File: src/rtl/mem_arb_pkg.sv
// Shared types and constants for the two-port memory arbiter.
package mem_arb_pkg;

    // Encoding doubles as the debug owner code: 00 none, 01 port 0, 10 port 1.
    typedef enum logic [1:0] {
        IDLE = 2'b00,
        OWN0 = 2'b01,
        OWN1 = 2'b10
    } arb_state_t;

    localparam int NUM_PORTS = 2;

endpackage

File: src/rtl/dff.sv
// Generic register with asynchronous active-high reset and load enable.
module dff #(
    parameter int           W       = 1,
    parameter logic [W-1:0] RST_VAL = '0
) (
    input  logic         clk,
    input  logic         rst,
    input  logic         en,
    input  logic [W-1:0] d,
    output logic [W-1:0] q
);

    // Load d when enabled; reset forces RST_VAL immediately.
    always_ff @(posedge clk or posedge rst) begin
        if (rst)
            q <= RST_VAL;
        else if (en)
            q <= d;
    end

endmodule

File: src/rtl/mem_port_arbiter_rr_pick2.sv
// Combinational two-input round-robin picker producing a one-hot grant.
module rr_pick2 (
    input  logic [1:0] req,
    input  logic       prio,
    output logic [1:0] gnt
);

    // A lone requester wins; on a tie the port named by prio wins.
    always_comb begin
        gnt = 2'b00;
        case (req)
            2'b01:   gnt = 2'b01;
            2'b10:   gnt = 2'b10;
            2'b11:   gnt = prio ? 2'b10 : 2'b01;
            default: gnt = 2'b00;
        endcase
    end

endmodule

File: src/rtl/mem_port_arbiter.sv
// Shares one memory port between the CPU (port 0) and the loader (port 1)
// with round-robin arbitration, locked ownership for RMW sequences and
// 1-cycle tagged read return.
module mem_port_arbiter
    import mem_arb_pkg::*;
#(
    parameter int Wwid = 6,
    parameter int aW   = 6
) (
    input  logic            clk,
    input  logic            rst,
    input  logic            m0_req,
    input  logic            m0_we,
    input  logic            m0_lock,
    input  logic [aW-1:0]   m0_addr,
    input  logic [Wwid-1:0] m0_wdata,
    output logic            m0_gnt,
    output logic            m0_rvalid,
    output logic [Wwid-1:0] m0_rdata,
    input  logic            m1_req,
    input  logic            m1_we,
    input  logic            m1_lock,
    input  logic [aW-1:0]   m1_addr,
    input  logic [Wwid-1:0] m1_wdata,
    output logic            m1_gnt,
    output logic            m1_rvalid,
    output logic [Wwid-1:0] m1_rdata,
    output logic [aW-1:0]   mem_addr,
    output logic [Wwid-1:0] mem_wdata,
    output logic            mem_we,
    input  logic [Wwid-1:0] mem_rdata,
    output logic [1:0]      owner
);

    logic [1:0]           state_raw_q;
    arb_state_t           state_q, state_d;
    logic                 prio_q, prio_d;
    logic                 rv0_q, rv0_d;
    logic                 rv1_q, rv1_d;
    logic [NUM_PORTS-1:0] req;
    logic [NUM_PORTS-1:0] pick;
    logic [NUM_PORTS-1:0] gnt;

    assign req     = {m1_req, m0_req};
    assign state_q = arb_state_t'(state_raw_q);

    rr_pick2 u_pick (
        .req  (req),
        .prio (prio_q),
        .gnt  (pick)
    );

    // Grant: round-robin when idle, only the lock holder while locked.
    always_comb begin
        gnt = '0;
        case (state_q)
            IDLE:    gnt = pick;
            OWN0:    gnt = {1'b0, m0_req};
            OWN1:    gnt = {m1_req, 1'b0};
            default: gnt = '0;
        endcase
    end

    // Memory mux: the granted port drives the memory, otherwise all zero.
    always_comb begin
        mem_addr  = '0;
        mem_wdata = '0;
        mem_we    = 1'b0;
        if (gnt[0]) begin
            mem_addr  = m0_addr;
            mem_wdata = m0_wdata;
            mem_we    = m0_we;
        end else if (gnt[1]) begin
            mem_addr  = m1_addr;
            mem_wdata = m1_wdata;
            mem_we    = m1_we;
        end
    end

    // Next state, priority and read-return tags. A locked grant holds
    // ownership and leaves prio alone; any other outcome falls back to IDLE,
    // which also covers a lock holder dropping req. prio flips only on an
    // unlocked grant so the final access of a locked sequence hands over.
    always_comb begin
        state_d = IDLE;
        prio_d  = prio_q;
        if (gnt[0] && m0_lock)
            state_d = OWN0;
        else if (gnt[1] && m1_lock)
            state_d = OWN1;
        if (gnt[0] && !m0_lock)
            prio_d = 1'b1;
        else if (gnt[1] && !m1_lock)
            prio_d = 1'b0;
        rv0_d = gnt[0] && !m0_we;
        rv1_d = gnt[1] && !m1_we;
    end

    dff #(.W(2), .RST_VAL(2'b00)) u_state (
        .clk (clk), .rst (rst), .en (1'b1), .d (state_d), .q (state_raw_q)
    );
    dff #(.W(1), .RST_VAL(1'b0)) u_prio (
        .clk (clk), .rst (rst), .en (1'b1), .d (prio_d), .q (prio_q)
    );
    dff #(.W(1), .RST_VAL(1'b0)) u_rv0 (
        .clk (clk), .rst (rst), .en (1'b1), .d (rv0_d), .q (rv0_q)
    );
    dff #(.W(1), .RST_VAL(1'b0)) u_rv1 (
        .clk (clk), .rst (rst), .en (1'b1), .d (rv1_d), .q (rv1_q)
    );

    // Outputs: grants, tagged read return gated by its valid, debug owner.
    always_comb begin
        m0_gnt    = gnt[0];
        m1_gnt    = gnt[1];
        m0_rvalid = rv0_q;
        m1_rvalid = rv1_q;
        m0_rdata  = rv0_q ? mem_rdata : '0;
        m1_rdata  = rv1_q ? mem_rdata : '0;
        owner     = state_raw_q;
    end

endmodule

File: config.mk
export PLATFORM = sky130hd
export DESIGN_NAME = mem_port_arbiter
export DESIGN_NICKNAME = d
export VERILOG_FILES = /design/src/rtl/mem_arb_pkg.sv /design/src/rtl/dff.sv /design/src/rtl/mem_port_arbiter_rr_pick2.sv /design/src/rtl/mem_port_arbiter.sv
export SDC_FILE = /design/constraint.sdc
export NUM_CORES = 1
export LEC_CHECK = 0
export BUFFER_PORTS_ARGS = -buffer_cell sky130_fd_sc_hd__buf_2
export CORE_UTILIZATION = 36
export DETAILED_ROUTE_END_ITERATION = 12
export PLACE_DENSITY = 0.95
export SLEW_MARGIN = 30
export SYNTH_ARGS = -nofsm -noshare
export SYNTH_HDL_FRONTEND = slang
export SYNTH_SLANG_ARGS = --single-unit
File: constraint.sdc
create_clock -name clk -period 2 [get_ports clk]
set_input_delay 0.2 -clock clk [delete_from_list [all_inputs] [get_ports clk]]
set_output_delay 0.2 -clock clk [all_outputs]
set_load 0.1 [all_outputs]
==> impl_metrics.env, run 1 <==
export IMPL_crit_fanout=17
export IMPL_synth_seq_cells=5
export IMPL_drive_above_1_share_pct=72.1
export IMPL_drv_cap=0
export IMPL_power_leakage_nw=0.580
export IMPL_fmax_mhz=514
export IMPL_grt_max_degree=18
export IMPL_via_per_inst=5.49
export IMPL_hold_path_class="primary input to flip-flop"
export IMPL_min_to="u_rv0.q"
export IMPL_clock_sinks=5
export IMPL_placed_area_um2=1200
export IMPL_wire_per_inst_um=14.6
export IMPL_gr_total_overflow=0
export IMPL_violations="design-rule violations"
export IMPL_ir_worst_vdd_mv=0.643
export IMPL_start_util_pct=39.9
export IMPL_clk_pin_slew_ns=0.04
export IMPL_cts_setup_buffers=0
export IMPL_syn_cell_area_um2=622
export IMPL_grtUsageTotal_pct=26.5
export IMPL_timing_rr_start="u_state.q[1]"
export IMPL_num_io_pins=69
export IMPL_syn_inst=78
export IMPL_multi_input_area_um2=654
export IMPL_cts_root_buf="clkbuf_4"
export IMPL_num_rows=14
export IMPL_antenna_cells=0
export IMPL_syn2layout_area_growth_pct=102
export IMPL_rsz0062_at_grt="false"
export IMPL_yosysSeqAreaShare_pct=20.1
export IMPL_tightest_slew_ns=0.496
export IMPL_ys_types=16
export IMPL_grt_pass1_wl_um=3730
export IMPL_die_w_um=43.6
export IMPL_fill_cells=106
export IMPL_critical_path_class="flip-flop to primary output"
export IMPL_reg2reg_to="u_state.q[1]"
export IMPL_status="finished with violations"
export IMPL_gp_congestion=0.756
export IMPL_cts_tree="done"
export IMPL_clock_skew_ns=0.00414
export IMPL_cellPowerDensity_nw_per_um2=846
export IMPL_die_h_um=43.6
export IMPL_layout_nets=186
export IMPL_worst_setup_path_start_kind="flip-flop"
export IMPL_mappedNetlistNets=116
export IMPL_grt_pass1_vias=827
export IMPL_drt_iter0_markers=33
export IMPL_crit_required_ns=1.80
export IMPL_portBuffers=68
export IMPL_cts_buffers=3
export IMPL_h_tree_depth=1
export IMPL_finalCritPeriodShare_pct=97.2
export IMPL_holdPathStages=2
export IMPL_clock_path_buffers=2
export IMPL_reg2reg_depth=3
export IMPL_antenna_found_initial=0
export IMPL_crit_arrival_ns=1.74
export IMPL_yosysWarnings=0
export IMPL_dieArea_um2=1900
export IMPL_holdCritStartpoint="m0_we"
export IMPL_period_minus_slack_ns=1.94
export IMPL_hold_viol=0
export IMPL_finalPower_mw=1.06
export IMPL_endpoint_kind="primary output"
export IMPL_finalSetupViolCount=0
export IMPL_crit_start="u_state.q[0]"
export IMPL_core_area_um2=1560
export IMPL_drtPass1Iterations=8
export IMPL_slew_viol_final=0
export IMPL_regArea_um2=130
export IMPL_drc=14
export IMPL_avgSynthCellArea_um2=7.97
export IMPL_dp_hpwl_um=1830
export IMPL_clk_latency_ns=0.25
export IMPL_drt_wl_total_um=2390
export IMPL_antenna_left=0
export IMPL_ff2ff_setup_slack_ns=0.88
export IMPL_slew_headroom_pct=67.1
export IMPL_vias=895
export IMPL_design_area_um2=1260
[report_power, final]
| part | switching (mW) | leakage (nW) | internal, mW |
|---|---|---|---|
| Sequential | 0.0235 | 0.0621 | 0.115 |
| Clock | 0.0411 | 0.0150 | 0.0754 |
| Combinational | 0.598 | 0.502 | 0.210 |
| Total | 0.662 | 0.580 | 0.400 |
[Yosys cell counts]
master    number  area [µm²]
nor3_1         2        10.0
and2_1        12        75.1
inv_1          2        7.51
o22ai_1       14        87.6
nand2b_1       2        12.5
clkbuf_2       1        5.00
and3b_1        1        8.76
nor3b_4        1        18.8
or2_2          1        6.26
nor3b_1        3        22.5
buf_6          2        22.5
buf_2          2        10.0
nand3b_1      26         195
nor2_1         2        7.51
dfrtp_1        5         125
clkbuf_1       2        7.51
[per-layer routing]
layer / vias up / share of wire [%] / track usage [%]
li1: 427 / - / -
met1: 416 / 38 / 30.4
met2: 46 / 52 / 46.0
met3: 6 / 7.2 / 5.83
met4: 0 / 2.1 / 13.1
met5: - / 0 / 0
[flip-flops by register name, indices dropped and copies added (netlist names)]
name       count
u_prio.q       1
u_rv0.q        1
u_state.q      2
u_rv1.q        1
[cells in the final DEF (no fill, tap or decap), types with 2 or more instances in the layout]
| cell type | synthesis | layout |
|---|---|---|
| buf_12 | 0 | 2 |
| nand3b_1 | 26 | 26 |
| dfrtp_1 | 5 | 3 |
| nand2b_1 | 2 | 2 |
| inv_1 | 2 | 2 |
| buf_2 | 2 | 60 |
| nor3b_1 | 3 | 3 |
| nor2_4 | 0 | 2 |
| o22ai_4 | 0 | 13 |
| nor3_1 | 2 | 2 |
| and2_2 | 0 | 12 |
| clkbuf_4 | 0 | 11 |
[layout make-up]
type                            count  area share [%]
Multi-Input combinational cell     64            52.1
Tap cell                           16            1.59
Clock buffer                        4            2.09
Inverter                            2           0.598
Sequential cell                     5            10.4
Timing Repair Buffer               72            33.3
[worst max-delay path by stage]
| stage | endpoint | cells after the start |
|---|---|---|
| after global placement | mem_addr[0] | 4 |
| after global routing | mem_wdata[5] | 4 |
| after floorplan | mem_addr[0] | 4 |
| final | mem_wdata[5] | 4 |
| after CTS | mem_addr[0] | 4 |
| after detailed placement | mem_addr[0] | 4 |
[logic make-up (layout without fill, tap and decap cells)]
group	Yosys count	after routing	share of synthesized area, %
and+or+nand+nor	50	50	57.3
DFF	5	5	20.1
AOI/OAI and AO/OA	14	14	14.1
buffers and inverters	9	78	8.45
[metrics by stage]
stage / hold slack (ns) / util, % / TNS (ns) / std cells / worst slack, ns
after floorplan: -0.0215 / - / -0.0110 / 78 / -0.0110
after global placement: 0.0931 / 76.9 / 0 / 158 / 0.313
after detailed placement: 0.102 / 76.9 / 0 / 158 / 0.272
after CTS: 0.121 / 79.2 / 0 / 163 / 0.00640
after global routing: 0.114 / 80.6 / 0 / 163 / 0.00353
final: 0.126 / 80.6 / 0 / 163 / 0.0562
[what timing repair did]
action                     4_1_cts  5_1_grt
hold buffers                     1        0
hold endpoints to repair         5        0
setup endpoints to repair        0       13
resized for setup                0        9
[critical path, stage by stage (launching register included)]
cell and delay, ns:
dfrtp_4 0.49, and3b_2 0.28, buf_12 0.19, o22ai_4 0.09
buf_2 0.44
Power figures use the tool's default switching activity.
==> run 2: changes to the inputs <==
--- a/config.mk
+++ b/config.mk
@@ -6,9 +6,9 @@
 export NUM_CORES = 1
 export LEC_CHECK = 0
 export BUFFER_PORTS_ARGS = -buffer_cell sky130_fd_sc_hd__buf_2
-export CORE_UTILIZATION = 36
+export CORE_UTILIZATION = 33
 export DETAILED_ROUTE_END_ITERATION = 12
-export PLACE_DENSITY = 0.95
+export PLACE_DENSITY = 0.89
 export SLEW_MARGIN = 30
 export SYNTH_ARGS = -nofsm -noshare
 export SYNTH_HDL_FRONTEND = slang
==> constraint.sdc (replaced) <==
create_clock -name clk -period 2.15 [get_ports clk]
set_input_delay 0.215 -clock clk [delete_from_list [all_inputs] [get_ports clk]]
set_output_delay 0.215 -clock clk [all_outputs]
set_load 0.1 [all_outputs]
==> run 2 against run 1 <==
The run now ends clean. First-iteration DRC count is 76% lower. Die area is 8.7% higher. Utilization decreased by 13 points. Total power decreased by 11%. Final area decreased by 5.6%. Sequential share of layout area grew 0.40 points. Final cell count is 5.5% higher. Worst setup slack improved by 0.12 ns. Global-route usage fell by 5.4 points. Clock skew is 0.0039 ns higher. Via count shrank 2.6%. Wire length shrank 8.7%. Largest cell class unchanged.
==> impl_metrics.env, run 2 (synthesized netlist as in run 1, its figures left out) <==
export IMPL_cellPowerDensity_nw_per_um2=799
export IMPL_num_io_pins=69
export IMPL_antenna_found_initial=0
export IMPL_core_area_um2=1750
export IMPL_rsz0062_at_grt="false"
export IMPL_cts_buffers=3
export IMPL_clock_path_buffers=2
export IMPL_period_minus_slack_ns=1.98
export IMPL_use_met1_pct=20.9
export IMPL_via_per_inst=5.07
export IMPL_cts_root_buf="clkbuf_4"
export IMPL_p_int_uw=345
export IMPL_fill_cells=151
export IMPL_slew_headroom_pct=67.2
export IMPL_switchingPower_uw=602
export IMPL_use_met3_pct=4.37
export IMPL_cts_setup_buffers=0
export IMPL_final_cell_mix="buf_2 (68), nand3b_1 (26), and2_1 (12)"
export IMPL_holdCritStartpoint="m1_we"
export IMPL_die_w_um=45.4
export IMPL_gp_congestion=0.681
export IMPL_grtUsageTotal_pct=21.1
export IMPL_layout_nets=186
export IMPL_syn2layout_area_growth_pct=90.7
export IMPL_swShare_pct=63.6
export IMPL_cts_tree="done"
export IMPL_endpoint_kind="primary output"
export IMPL_start_util_pct=35.6
export IMPL_clock_sinks=5
export IMPL_clk_latency_ns=0.25
export IMPL_wire_per_inst_um=12.7
export IMPL_h_tree_depth=1
export IMPL_antenna_left=0
export IMPL_drtPass1Iterations=4
export IMPL_clock_skew_ns=0.00800
export IMPL_critical_path_class="flip-flop to primary output"
export IMPL_timing_rr_start="u_state.q[1]"
export IMPL_cts_hold_buf=1
export IMPL_combPwrFrac_pct=74.4
export IMPL_num_rows=15
export IMPL_holdWs_ns=0.139
export IMPL_seqPwrFrac_pct=13.4
export IMPL_pwr_share_clk_pct=12.1
export IMPL_worst_setup_path_start_kind="flip-flop"
export IMPL_power_leakage_nw=0.569
export IMPL_largest_register_ffs=2
export IMPL_dieArea_um2=2060
export IMPL_hold_path_class="primary input to flip-flop"
export IMPL_clk_pin_slew_ns=0.05
export IMPL_cts_resized=0
export IMPL_die_h_um=45.4
export IMPL_ir_worst_vdd_mv=0.439
export IMPL_finalSetupViolCount=0
export IMPL_mostFrequentLayoutCell="buf_2"
export IMPL_drc=0
export IMPL_drv_cap=0
export IMPL_top_register="u_state.q"
export IMPL_vias=872
export IMPL_grt_pass1_vias=785
export IMPL_dp_hpwl_um=1760
export IMPL_crit_start="u_state.q[1]"
export IMPL_setup_tns_ns=0
export IMPL_drt_iter0_markers=8
export IMPL_grt_pass1_wl_um=3190
export IMPL_grtUsageMet2_pct=42.0
export IMPL_top_usage_layer="met2"
export IMPL_grt_max_degree=18
export IMPL_gr_total_overflow=0
export IMPL_drive_above_1_share_pct=63.3
export IMPL_finalCritPeriodShare_pct=92.0
export IMPL_hold_viol=0
export IMPL_antenna_cells=0
export IMPL_drt_wl_total_um=2180
export IMPL_tightest_slew_ns=0.496
export IMPL_crit_required_ns=1.93
export IMPL_crit_arrival_ns=1.76
export IMPL_status="complete, no violations"
export IMPL_fmax_mhz=506
export IMPL_portBuffers=68
export IMPL_crit_fanout=16
export IMPL_slew_viol_final=0
[run 2: metrics by stage]
step / instances / power [mW] / setup slack [ns] / cell area (µm²) / utilization [%]
after floorplan: 78 / 0.730 / 0.0379 / 788 / -
after global placement: 167 / 0.827 / 0.448 / 1150 / 65.9
after detailed placement: 167 / 0.836 / 0.420 / 1150 / 65.9
after CTS: 172 / 0.957 / 0.159 / 1190 / 68.0
after global routing: 172 / 0.984 / 0.112 / 1190 / 68.0
final: 172 / 0.947 / 0.173 / 1190 / 68.0
[run 2: layout make-up]
| class | count | area [µm²] | share of cell area (%) |
|---|---|---|---|
| inverters | 2 | 7.51 | 0.633 |
| well taps | 25 | 31.3 | 2.64 |
| repair buffers | 72 | 385 | 32.5 |
| clock buffers | 4 | 26.3 | 2.22 |
| flip-flops and latches | 5 | 128 | 10.8 |
| multi-input cells | 64 | 608 | 51.3 |
[run 2: power by group through the flow]
stage / combinational (mW) / clock [mW] / sequential, mW
after floorplan: 0.567 / 0 / 0.163
after global placement: 0.700 / 0 / 0.128
after detailed placement: 0.707 / 0 / 0.129
after CTS: 0.709 / 0.120 / 0.127
after global routing: 0.729 / 0.125 / 0.130
final: 0.705 / 0.115 / 0.127
[run 2: layer usage]
| metal | vias up | routed length, µm |
|---|---|---|
| li1 | 428 | - |
| met1 | 399 | 828 |
| met2 | 43 | 1190 |
| met3 | 2 | 141 |
| met4 | 0 | 19 |
| met5 | - | 0 |
[run 2: worst paths after layout]
path	end	slack [ns]	cells after the start
setup / recovery	mem_wdata[0]	0.17	4
hold / removal	u_rv1.q	0.14	2
setup reg to reg	u_state.q[1]	0.86	3
hold reg to reg	u_prio.q	0.61	2
max in group asynchronous	u_state.q[0]	1.55	3
min in group asynchronous	u_rv0.q	0.40	3
[run 2: critical path: stages, from the launching register on]
cell	delay, ns
dfrtp_2	0.50
nor3b_4	0.37
buf_12	0.24
o22ai_2	0.10
buf_2	0.30
==> run 3: changes to the inputs <==
--- a/config.mk
+++ b/config.mk
@@ -5,11 +5,13 @@
 export SDC_FILE = /design/constraint.sdc
 export NUM_CORES = 1
 export LEC_CHECK = 0
+export ABC_AREA = 1
 export BUFFER_PORTS_ARGS = -buffer_cell sky130_fd_sc_hd__buf_2
-export CORE_UTILIZATION = 33
+export CORE_UTILIZATION = 34
 export DETAILED_ROUTE_END_ITERATION = 12
-export PLACE_DENSITY = 0.89
+export PLACE_DENSITY = 0.9
 export SLEW_MARGIN = 30
 export SYNTH_ARGS = -nofsm -noshare
 export SYNTH_HDL_FRONTEND = slang
+export SYNTH_HIERARCHICAL = 1
 export SYNTH_SLANG_ARGS = --single-unit
==> run 3 against run 2 <==
Synthesized cell count grew 62%. Clock-buffer cell count is the same. Final area shrank 4.1%. Sequential cell count is the same. Sequential share of layout area grew 0.46 points. Final cell count grew 33%. Register-to-register slack lost 0.15 ns.
==> impl_metrics.env, run 3 <==
export IMPL_syn_inst=126
export IMPL_finalPower_mw=1.36
export IMPL_synth_async_sr_flop_share_pct=100
export IMPL_timing_rr_start="u_prio/q"
export IMPL_crit_required_ns=1.93
export IMPL_grt_pass1_wl_um=2590
export IMPL_start_util_pct=36.8
export IMPL_ff2ff_setup_slack_ns=0.71
export IMPL_cts_setup_buffers=0
export IMPL_crit_fanout=16
export IMPL_num_io_pins=69
export IMPL_synth_edff_count=0
export IMPL_drt_iter0_markers=13
export IMPL_p_int_uw=396
export IMPL_reg2reg_depth=9
export IMPL_h_tree_depth=1
export IMPL_via_per_inst=4.17
export IMPL_cellPowerDensity_nw_per_um2=1200
export IMPL_dp_hpwl_um=1440
export IMPL_clock_path_buffers=2
export IMPL_design_area_um2=1140
export IMPL_fmax_mhz=489
export IMPL_seqPwrFrac_pct=10.0
export IMPL_antenna_left=0
export IMPL_worst_setup_path_start_kind="flip-flop"
export IMPL_die_w_um=45.5
export IMPL_core_area_um2=1750
export IMPL_drt_wl_total_um=1940
export IMPL_yosysWarnings=6
export IMPL_drv_cap=0
export IMPL_swShare_pct=71.0
export IMPL_power_leakage_nw=0.856
export IMPL_fin_util_pct=65.2
export IMPL_min_to="u_rv0/q"
export IMPL_endpoint_kind="primary output"
export IMPL_drtPass1Iterations=4
export IMPL_antenna_cells=0
export IMPL_top_register="u_state/q"
export IMPL_period_minus_slack_ns=2.04
export IMPL_holdPathStages=4
export IMPL_wire_per_inst_um=8.48
export IMPL_placed_area_um2=1040
export IMPL_drive_above_1_share_pct=42.6
export IMPL_clock_skew_ns=0.00102
export IMPL_cts_root_buf="clkbuf_4"
export IMPL_cts_tree="done"
export IMPL_die_h_um=45.5
export IMPL_setup_ws_ns=0.106
export IMPL_synth_seq_cells=5
export IMPL_num_rows=15
export IMPL_synth_area_leader_cell="nand2_1"
export IMPL_grtUsageTotal_pct=17.1
export IMPL_holdWs_ns=0.232
export IMPL_clock_sinks=5
export IMPL_syn2layout_area_growth_pct=76.8
export IMPL_crit_arrival_ns=1.83
export IMPL_synth_flop_cell="dfrtp_1"
export IMPL_grt_pass1_vias=657
export IMPL_finalCritPeriodShare_pct=95.1
export IMPL_antenna_found_initial=0
export IMPL_cts_buffers=3
export IMPL_avgSynthCellArea_um2=5.10
export IMPL_dieArea_um2=2070
export IMPL_clk_pin_slew_ns=0.05
export IMPL_ir_worst_vdd_mv=0.730
export IMPL_finalSetupViolCount=0
export IMPL_layout_nets=243
export IMPL_place_worst_setup_slack_ns=0.324
export IMPL_reg2reg_to="u_prio/q"
export IMPL_drc=0
export IMPL_hold_path_class="primary input to flip-flop"
export IMPL_pwr_share_clk_pct=8.3
export IMPL_synth_most_common_cell="nand2_1"
export IMPL_syn_cell_area_um2=643
export IMPL_final_cell_mix="nand2_1 (54), buf_2 (54), inv_1 (26)"
export IMPL_holdCritStartpoint="m0_we"
export IMPL_vias=954
export IMPL_ys_top_cells_by_count="nand2_1 (63), inv_1 (26), nand3_1 (15), nor2_1 (6), dfrtp_1 (5)"
export IMPL_largest_register_ffs=2
export IMPL_clk_latency_ns=0.24
export IMPL_switchingPower_uw=968
export IMPL_critical_path_class="flip-flop to primary output"
export IMPL_gp_congestion=0.831
export IMPL_slew_viol_final=0
export IMPL_status="complete, no violations"
export IMPL_grt_max_degree=17
export IMPL_yosysSeqAreaShare_pct=19.5
export IMPL_gr_total_overflow=0
export IMPL_combPwrFrac_pct=81.7
export IMPL_synthTopCellsByArea="nand2_1 (37%), dfrtp_1 (19%), inv_1 (15%), nand3_1 (12%), buf_6 (3.5%)"
export IMPL_hold_viol=0
export IMPL_ys_types=13
export IMPL_yosysTopAreaCellShare_pct=36.8
export IMPL_portBuffers=68
run 3: changes by cell type in the layout (fill, tap and decap cells not counted), sizes merged, moves of 2 or more:
cell	change
a21oi	+2
conb	+9
nand2b	-2
nand2	+65
buf	-4
nor3b	-4
and2	-12
nand3	+15
nor3	-2
inv	+26
o22ai	-14
nor2	+4
nand3b	-25
run 3: kinds of logic after synthesis:
logic type             after synthesis  synth area share, %
flip-flops                           5                 19.5
AO/OA/AOI/OAI                        2                 1.56
AND/OR/NAND/NOR                     87                 57.0
buffers and inverters               31                 21.4
other                                1                0.583
run 3: layout make-up:
cell class                      instances  area [µm²]
Clock buffer                            4        26.3
Fill cell                             176         608
Inverter                               28         108
Multi-Input combinational cell         98         433
Sequential cell                         5         128
Tap cell                               25        31.3
Timing Repair Buffer                   69         412
run 3: worst max-delay path: stages, from the launching register on:
cell      delay, ns
dfrtp_1        0.40
a21oi_1        0.20
inv_1          0.07
nand2_2        0.08
nand3b_4       0.19
inv_4          0.20
nand2_1        0.08
nand2_2        0.07
buf_4          0.28
run 3: timing repair:
| item | 4_1_cts | 5_1_grt |
|---|---|---|
| hold buffers | 1 | 0 |
| endpoints found under the setup margin | 3 | 13 |
| hold endpoints to repair | 5 | 0 |
| gates resized for setup | 3 | 28 |
run 3: power groups by stage:
stage          sequential, mW  clock [mW]  combinational (mW)
2_1_floorplan           0.213           0               0.841
3_3_place_gp            0.137           0                1.04
3_5_place_dp            0.138           0                1.04
4_1_cts                 0.136       0.117                1.06
5_1_grt                 0.140       0.125                1.16
6_report                0.136       0.113                1.11
run 3: stage by stage:
stage	setup TNS (ns)	std cells
global placement	0	224
global route	-0.0512	229
CTS	0	229
floorplan	0	134
detailed placement	0	224
finish	0	229
run 3: worst max path at each step:
stage	from	endpoint	slack, ns
finish	u_prio/q	mem_addr[3]	0.11
global route	u_prio/q	mem_addr[3]	-0.02
CTS	u_prio/q	mem_addr[2]	0.002
detailed placement	u_prio/q	mem_we	0.32
global placement	u_prio/q	mem_we	0.34
floorplan	u_state/q[1]	mem_addr[0]	0.11
run 3: routing by layer:
metal / vias up / GRT usage, % / wire length [µm]
met5: - / 0 / 0
met4: 0 / 9.09 / 35
met3: 4 / 2.38 / 117
met2: 37 / 29.7 / 1020
met1: 401 / 20.0 / 767
li1: 512 / - / -
